File: config.mk
export PLATFORM = sky130hd
export DESIGN_NAME = branch_predictor_btb
export DESIGN_NICKNAME = d
export VERILOG_FILES = /design/src/rtl/dp_types_pkg.sv /design/src/rtl/sat_counter_table.sv /design/src/rtl/branch_predictor_btb.sv
export SDC_FILE = /design/constraint.sdc
export NUM_CORES = 2
export LEC_CHECK = 0
export ABC_AREA = 1
export CORE_UTILIZATION = 36
export CTS_CLUSTER_SIZE = 14
export DETAILED_ROUTE_END_ITERATION = 10
export GPL_TIMING_DRIVEN = 0
export PLACE_DENSITY = 0.54
export SYNTH_ARGS = -nofsm -noshare
export SYNTH_HDL_FRONTEND = slang
export SYNTH_HIERARCHICAL = 1
export SYNTH_SLANG_ARGS = --single-unit
export TNS_END_PERCENT = 100
File: constraint.sdc
create_clock -name CLK -period 29 [get_ports CLK]
set_input_delay 4.35 -clock CLK [delete_from_list [all_inputs] [get_ports CLK]]
set_output_delay 4.35 -clock CLK [all_outputs]
set_load 0.01 [all_outputs]
File: src/rtl/dp_types_pkg.sv
// Shared datapath types for the branch predictor: BTB entry layout, counter constants, update bundle.
package dp_types_pkg;

    localparam int unsigned DP_WORD_W   = 32;
    localparam int unsigned DP_ENTRIES  = 16;
    localparam int unsigned DP_CTR_BITS = 2;
    localparam int unsigned DP_IDX_W    = $clog2(DP_ENTRIES);
    localparam int unsigned DP_TAG_W    = DP_WORD_W - DP_IDX_W - 2;

    localparam logic [DP_CTR_BITS-1:0] CTR_WNT = 2'b01;
    localparam logic [DP_CTR_BITS-1:0] CTR_WT  = 2'b10;

    typedef struct packed {
        logic                  valid;
        logic [DP_TAG_W-1:0]   tag;
        logic [DP_WORD_W-1:0]  target;
    } btb_entry_t;

    typedef struct packed {
        logic                  en;
        logic [DP_WORD_W-1:0]  pc;
        logic                  taken;
        logic [DP_WORD_W-1:0]  target;
    } bp_req_t;

endpackage

File: src/rtl/sat_counter_table.sv
// ENTRIES x CTR_BITS saturating counter table with one combinational read and one registered update.
module sat_counter_table #(
    parameter int unsigned ENTRIES  = 16,
    parameter int unsigned CTR_BITS = 2,
    parameter int unsigned IDX_W    = $clog2(ENTRIES)
) (
    input  logic                CLK,
    input  logic                RST,
    input  logic [IDX_W-1:0]    rd_idx,
    output logic [CTR_BITS-1:0] rd_ctr,
    input  logic                upd_en,
    input  logic [IDX_W-1:0]    upd_idx,
    input  logic                upd_taken
);
    // Weakly not-taken: 2^(CTR_BITS-1)-1, which is 0 for a 1-bit counter.
    localparam logic [CTR_BITS-1:0] CTR_RST = CTR_BITS'((2 ** (CTR_BITS - 1)) - 1);

    logic [CTR_BITS-1:0] ctr [ENTRIES];

    assign rd_ctr = ctr[rd_idx];

    always_ff @(posedge CLK or posedge RST) begin
        if (RST) begin
            for (int i = 0; i < int'(ENTRIES); i++) begin
                ctr[i] <= CTR_RST;
            end
        end else if (upd_en) begin
            if (upd_taken) begin
                if (ctr[upd_idx] != '1) ctr[upd_idx] <= ctr[upd_idx] + CTR_BITS'(1);
            end else begin
                if (ctr[upd_idx] != '0) ctr[upd_idx] <= ctr[upd_idx] - CTR_BITS'(1);
            end
        end
    end
endmodule

File: src/rtl/branch_predictor_btb.sv
// Direct-mapped tagged BTB plus saturating-counter PHT with same-cycle lookup.
// Optional gshare PHT indexing enabled by defining BP_GSHARE_EN.
module branch_predictor_btb
    import dp_types_pkg::*;
#(
    parameter int unsigned WORD_W   = 32,
    parameter int unsigned ENTRIES  = 16,
    parameter int unsigned CTR_BITS = 2
) (
    input  logic              CLK,
    input  logic              RST,
    input  logic [WORD_W-1:0] cpc,
    output logic [WORD_W-1:0] pc4,
    output logic              phit,
    output logic              ptaken,
    output logic [WORD_W-1:0] npc,
    input  logic              upd_en,
    input  logic [WORD_W-1:0] upd_pc,
    input  logic              upd_taken,
    input  logic [WORD_W-1:0] upd_target
);
    localparam int unsigned IDX_W = $clog2(ENTRIES);
    localparam int unsigned TAG_W = WORD_W - IDX_W - 2;

    logic [ENTRIES-1:0] btb_valid;
    logic [TAG_W-1:0]   btb_tag    [ENTRIES];
    logic [WORD_W-1:0]  btb_target [ENTRIES];

    logic [IDX_W-1:0]    rd_idx;
    logic [TAG_W-1:0]    rd_tag;
    logic [IDX_W-1:0]    up_idx;
    logic [TAG_W-1:0]    up_tag;
    logic [IDX_W-1:0]    rd_pidx;
    logic [IDX_W-1:0]    up_pidx;
    logic [CTR_BITS-1:0] rd_ctr;

    assign rd_idx = cpc[IDX_W+1:2];
    assign rd_tag = cpc[WORD_W-1:IDX_W+2];
    assign up_idx = upd_pc[IDX_W+1:2];
    assign up_tag = upd_pc[WORD_W-1:IDX_W+2];

`ifdef BP_GSHARE_EN
    logic [IDX_W-1:0] ghr;

    // Concatenate-then-truncate keeps the shift legal when IDX_W is 1.
    always_ff @(posedge CLK or posedge RST) begin
        if (RST) ghr <= '0;
        else if (upd_en) ghr <= IDX_W'({ghr, upd_taken});
    end

    assign rd_pidx = rd_idx ^ ghr;
    assign up_pidx = up_idx ^ ghr;
`else
    assign rd_pidx = rd_idx;
    assign up_pidx = up_idx;
`endif

    sat_counter_table #(
        .ENTRIES  (ENTRIES),
        .CTR_BITS (CTR_BITS),
        .IDX_W    (IDX_W)
    ) u_pht (
        .CLK       (CLK),
        .RST       (RST),
        .rd_idx    (rd_pidx),
        .rd_ctr    (rd_ctr),
        .upd_en    (upd_en),
        .upd_idx   (up_pidx),
        .upd_taken (upd_taken)
    );

    // Taken branches allocate on miss and retarget on hit; both reduce to the same write.
    always_ff @(posedge CLK or posedge RST) begin
        if (RST) begin
            btb_valid <= '0;
            for (int i = 0; i < int'(ENTRIES); i++) begin
                btb_tag[i]    <= '0;
                btb_target[i] <= '0;
            end
        end else if (upd_en && upd_taken) begin
            btb_valid[up_idx]  <= 1'b1;
            btb_tag[up_idx]    <= up_tag;
            btb_target[up_idx] <= upd_target;
        end
    end

    assign pc4    = cpc + WORD_W'(4);
    assign phit   = !RST && btb_valid[rd_idx] && (btb_tag[rd_idx] == rd_tag);
    assign ptaken = phit && rd_ctr[CTR_BITS-1];
    assign npc    = ptaken ? btb_target[rd_idx] : pc4;

endmodule

==> results.md <==
- NumNets Final: 6080
- Area of the multi-input gates: 18400 sq um
- Die Width: 358 um
- CP arrival: 10160 ps
- First DRT Iteration DRCs: 5777
- Post-route cell area: 53800 sq um
- Post-CTS setup buffers: 0
- Largest stage delay on the critical path: 1170 ps
- Initial antenna violation count: 5
- Vias: 45.0k
- Finished Layout Cells: 7721
- Clock period minus final worst setup slack: 14510 ps
- Drt total wl: 229000 um
- Final Hold Viols: 0
- Period utilization: 0.500
- Die height: 358 um
- Port Buffers: 162
- Delay-heaviest family, CP: simple AND/OR/NAND/NOR gates
- H-tree levels: 3
- Final setup violation count: 0
- Commonest non-fill, non-tap cell in the layout: nand2_1
- Cell mode on critical path: nand2_1
- Crit path max fanout: 10
- Least-Margin Pin Slew: 1600 ps
- Syn Nets: 5774
- CTS Buffer Depth: 3
- Peak VDD IR: 0.0544 mV
- Post-cts hold buffer count: 0
- Clock transition at path regs: 60 ps
- Pin count of the biggest net entering global routing: 42
- Clock sinks: 976
- Share of cells above drive strength 1: 0.0722
- Via count of the first global-routing pass: 42.4k
- Post-cts sizing count: 0
- CTS tree: yes
- Row cnt: 130
- Initial core utilization: 0.363
- Wire per inst: 29.7 um
- Root Driver: clkbuf_16
- Core Region: 126000 sq um
- PnR worst setup slack: 14490 ps
- Reg2reg setup slack: 26200 ps
- Worst slack at placement: 14980 ps
- Total placed instance area: 50000 sq um
- Leak: 0.0248 uW
- Post-synthesis average cell area: 8.06 sq um
- Sequential cell area: 24400 sq um
- Min Hold Slack: 454 ps
- TritonCTS buffer count: 111
- RD Place Congestion: 1.05
- Mapped Cells: 5671
- Rel. slew slack: -0.0683
- DR pass1 iterations: 8
- Die area: 128000 sq um
- Maxcap violations: 2
- Crit. End Element: primary output
- Synth Warn #: 6
- Worst min path class: flip-flop to flip-flop
- Fmax: 68.9 MHz
- Critical-path top delay cell: clkbuf_1
- CP bufs+invs: 6
- DR DRC count: 0
- Gr usage total: 0.355
- Layout area overhead: 17.7%
- Placed Instances: 7513
- Unrepaired setup endpoints after global routing: no
- Worst path cell trace: clkdlybuf4s50_1 -> buf_4 -> inv_2 -> clkbuf_1 -> nand3_1 -> nand2_1 -> nand2_1 -> nand2_1 -> nand2_1 -> nand3_1 -> nand2_1 -> nor2_1 -> nand2_1 -> nor2_1 -> nand2_1 -> nor2_4 -> buf_6 -> nand3_1 -> nand2_1 -> clkdlybuf4s50_1
- Detail Route Antenna Nets: 0
- First-pass GRT wire length: 322000 um
- Dpl hpwl: 163000 um
- CP Launch Type: input port
- PwrDens: 73.2 nW/um^2
- Setup CP Type: input port to primary output
- Failing checks: max-capacitance violations, max-slew violations
- Tot Pwr: 3940 uW
- Ports: 166
- Fillers: 13.0k
- Vias per cell: 5.83
- Fin. max-slew vios: 21
- CP required: 24650 ps
- Commonest non-fill, non-tap cells in the layout: nand2_1 (1809), o21ai_0 (1101), dfrtp_1 (960)
- Clk_lat worst skew: 750 ps
- Status: complete, but fails checks
- Mapped cell area: 45700 sq um
- Worst Skew: 20.5 ps
- Total grt overflow: 0
## worst paths after layout
path,end,from,cells after the start
worst max-delay path,npc[8],cpc[3],20
worst min-delay path,btb_valid[6],btb_valid[6],2
worst max register to register,u_pht/ctr[17],flip-flop,18
worst min register to register,btb_valid[6],btb_valid[6],2
max in group asynchronous,btb_tag[79],RST,7
min in group asynchronous,u_pht/ctr[31],RST,2
## cell type report
| cell class | count | share of cell area |
|---|---|---|
| tap | 1650 | 0.0384 |
| buffer | 465 | 0.0363 |
| clock buffer | 168 | 0.0620 |
| inverter | 232 | 0.0163 |
| sequential | 976 | 0.455 |
| timing repair buffer | 193 | 0.0416 |
| antenna | 7 | 0.000326 |
| multi-input combinational | 3998 | 0.342 |
| clock inverter | 32 | 0.00810 |
## metal layers
| layer | vias to the layer above | track usage | part of all wire |
|---|---|---|---|
| li1 | 19348 | - | - |
| met5 | - | 0 | 0.000031 |
| met2 | 2607 | 0.520 | 0.42 |
| met3 | 619 | 0.108 | 0.11 |
| met1 | 22431 | 0.463 | 0.40 |
| met4 | 2 | 0.206 | 0.067 |
## metrics by stage
step | utilization | TNS [ps]
CTS | 0.427 | 0
global placement | 0.393 | -75120
global route | 0.428 | 0
floorplan | - | 0
finish | 0.428 | 0
detailed placement | 0.397 | 0
## state kept, by name (all words and copies together), names as in the netlist, named ones only
signal,flops
btb_target,512
btb_tag,416
btb_valid,16
u_pht/ctr,16
## power by group
group / total, uW / switching [uW] / internal (uW) / leakage (uW)
Sequential: 1780 / 147 / 1630 / 0.0125
Clock: 1490 / 626 / 862 / 0.00185
Combinational: 673 / 440 / 233 / 0.0104
Total: 3940 / 1210 / 2720 / 0.0248
## tightest hold or removal path, cell delays in order (launching register included)
cell and delay [ps]:
dfrtp_1 320, inv_1 40, nand2_1 60
Note: power is estimated with default switching activity, not from simulation.
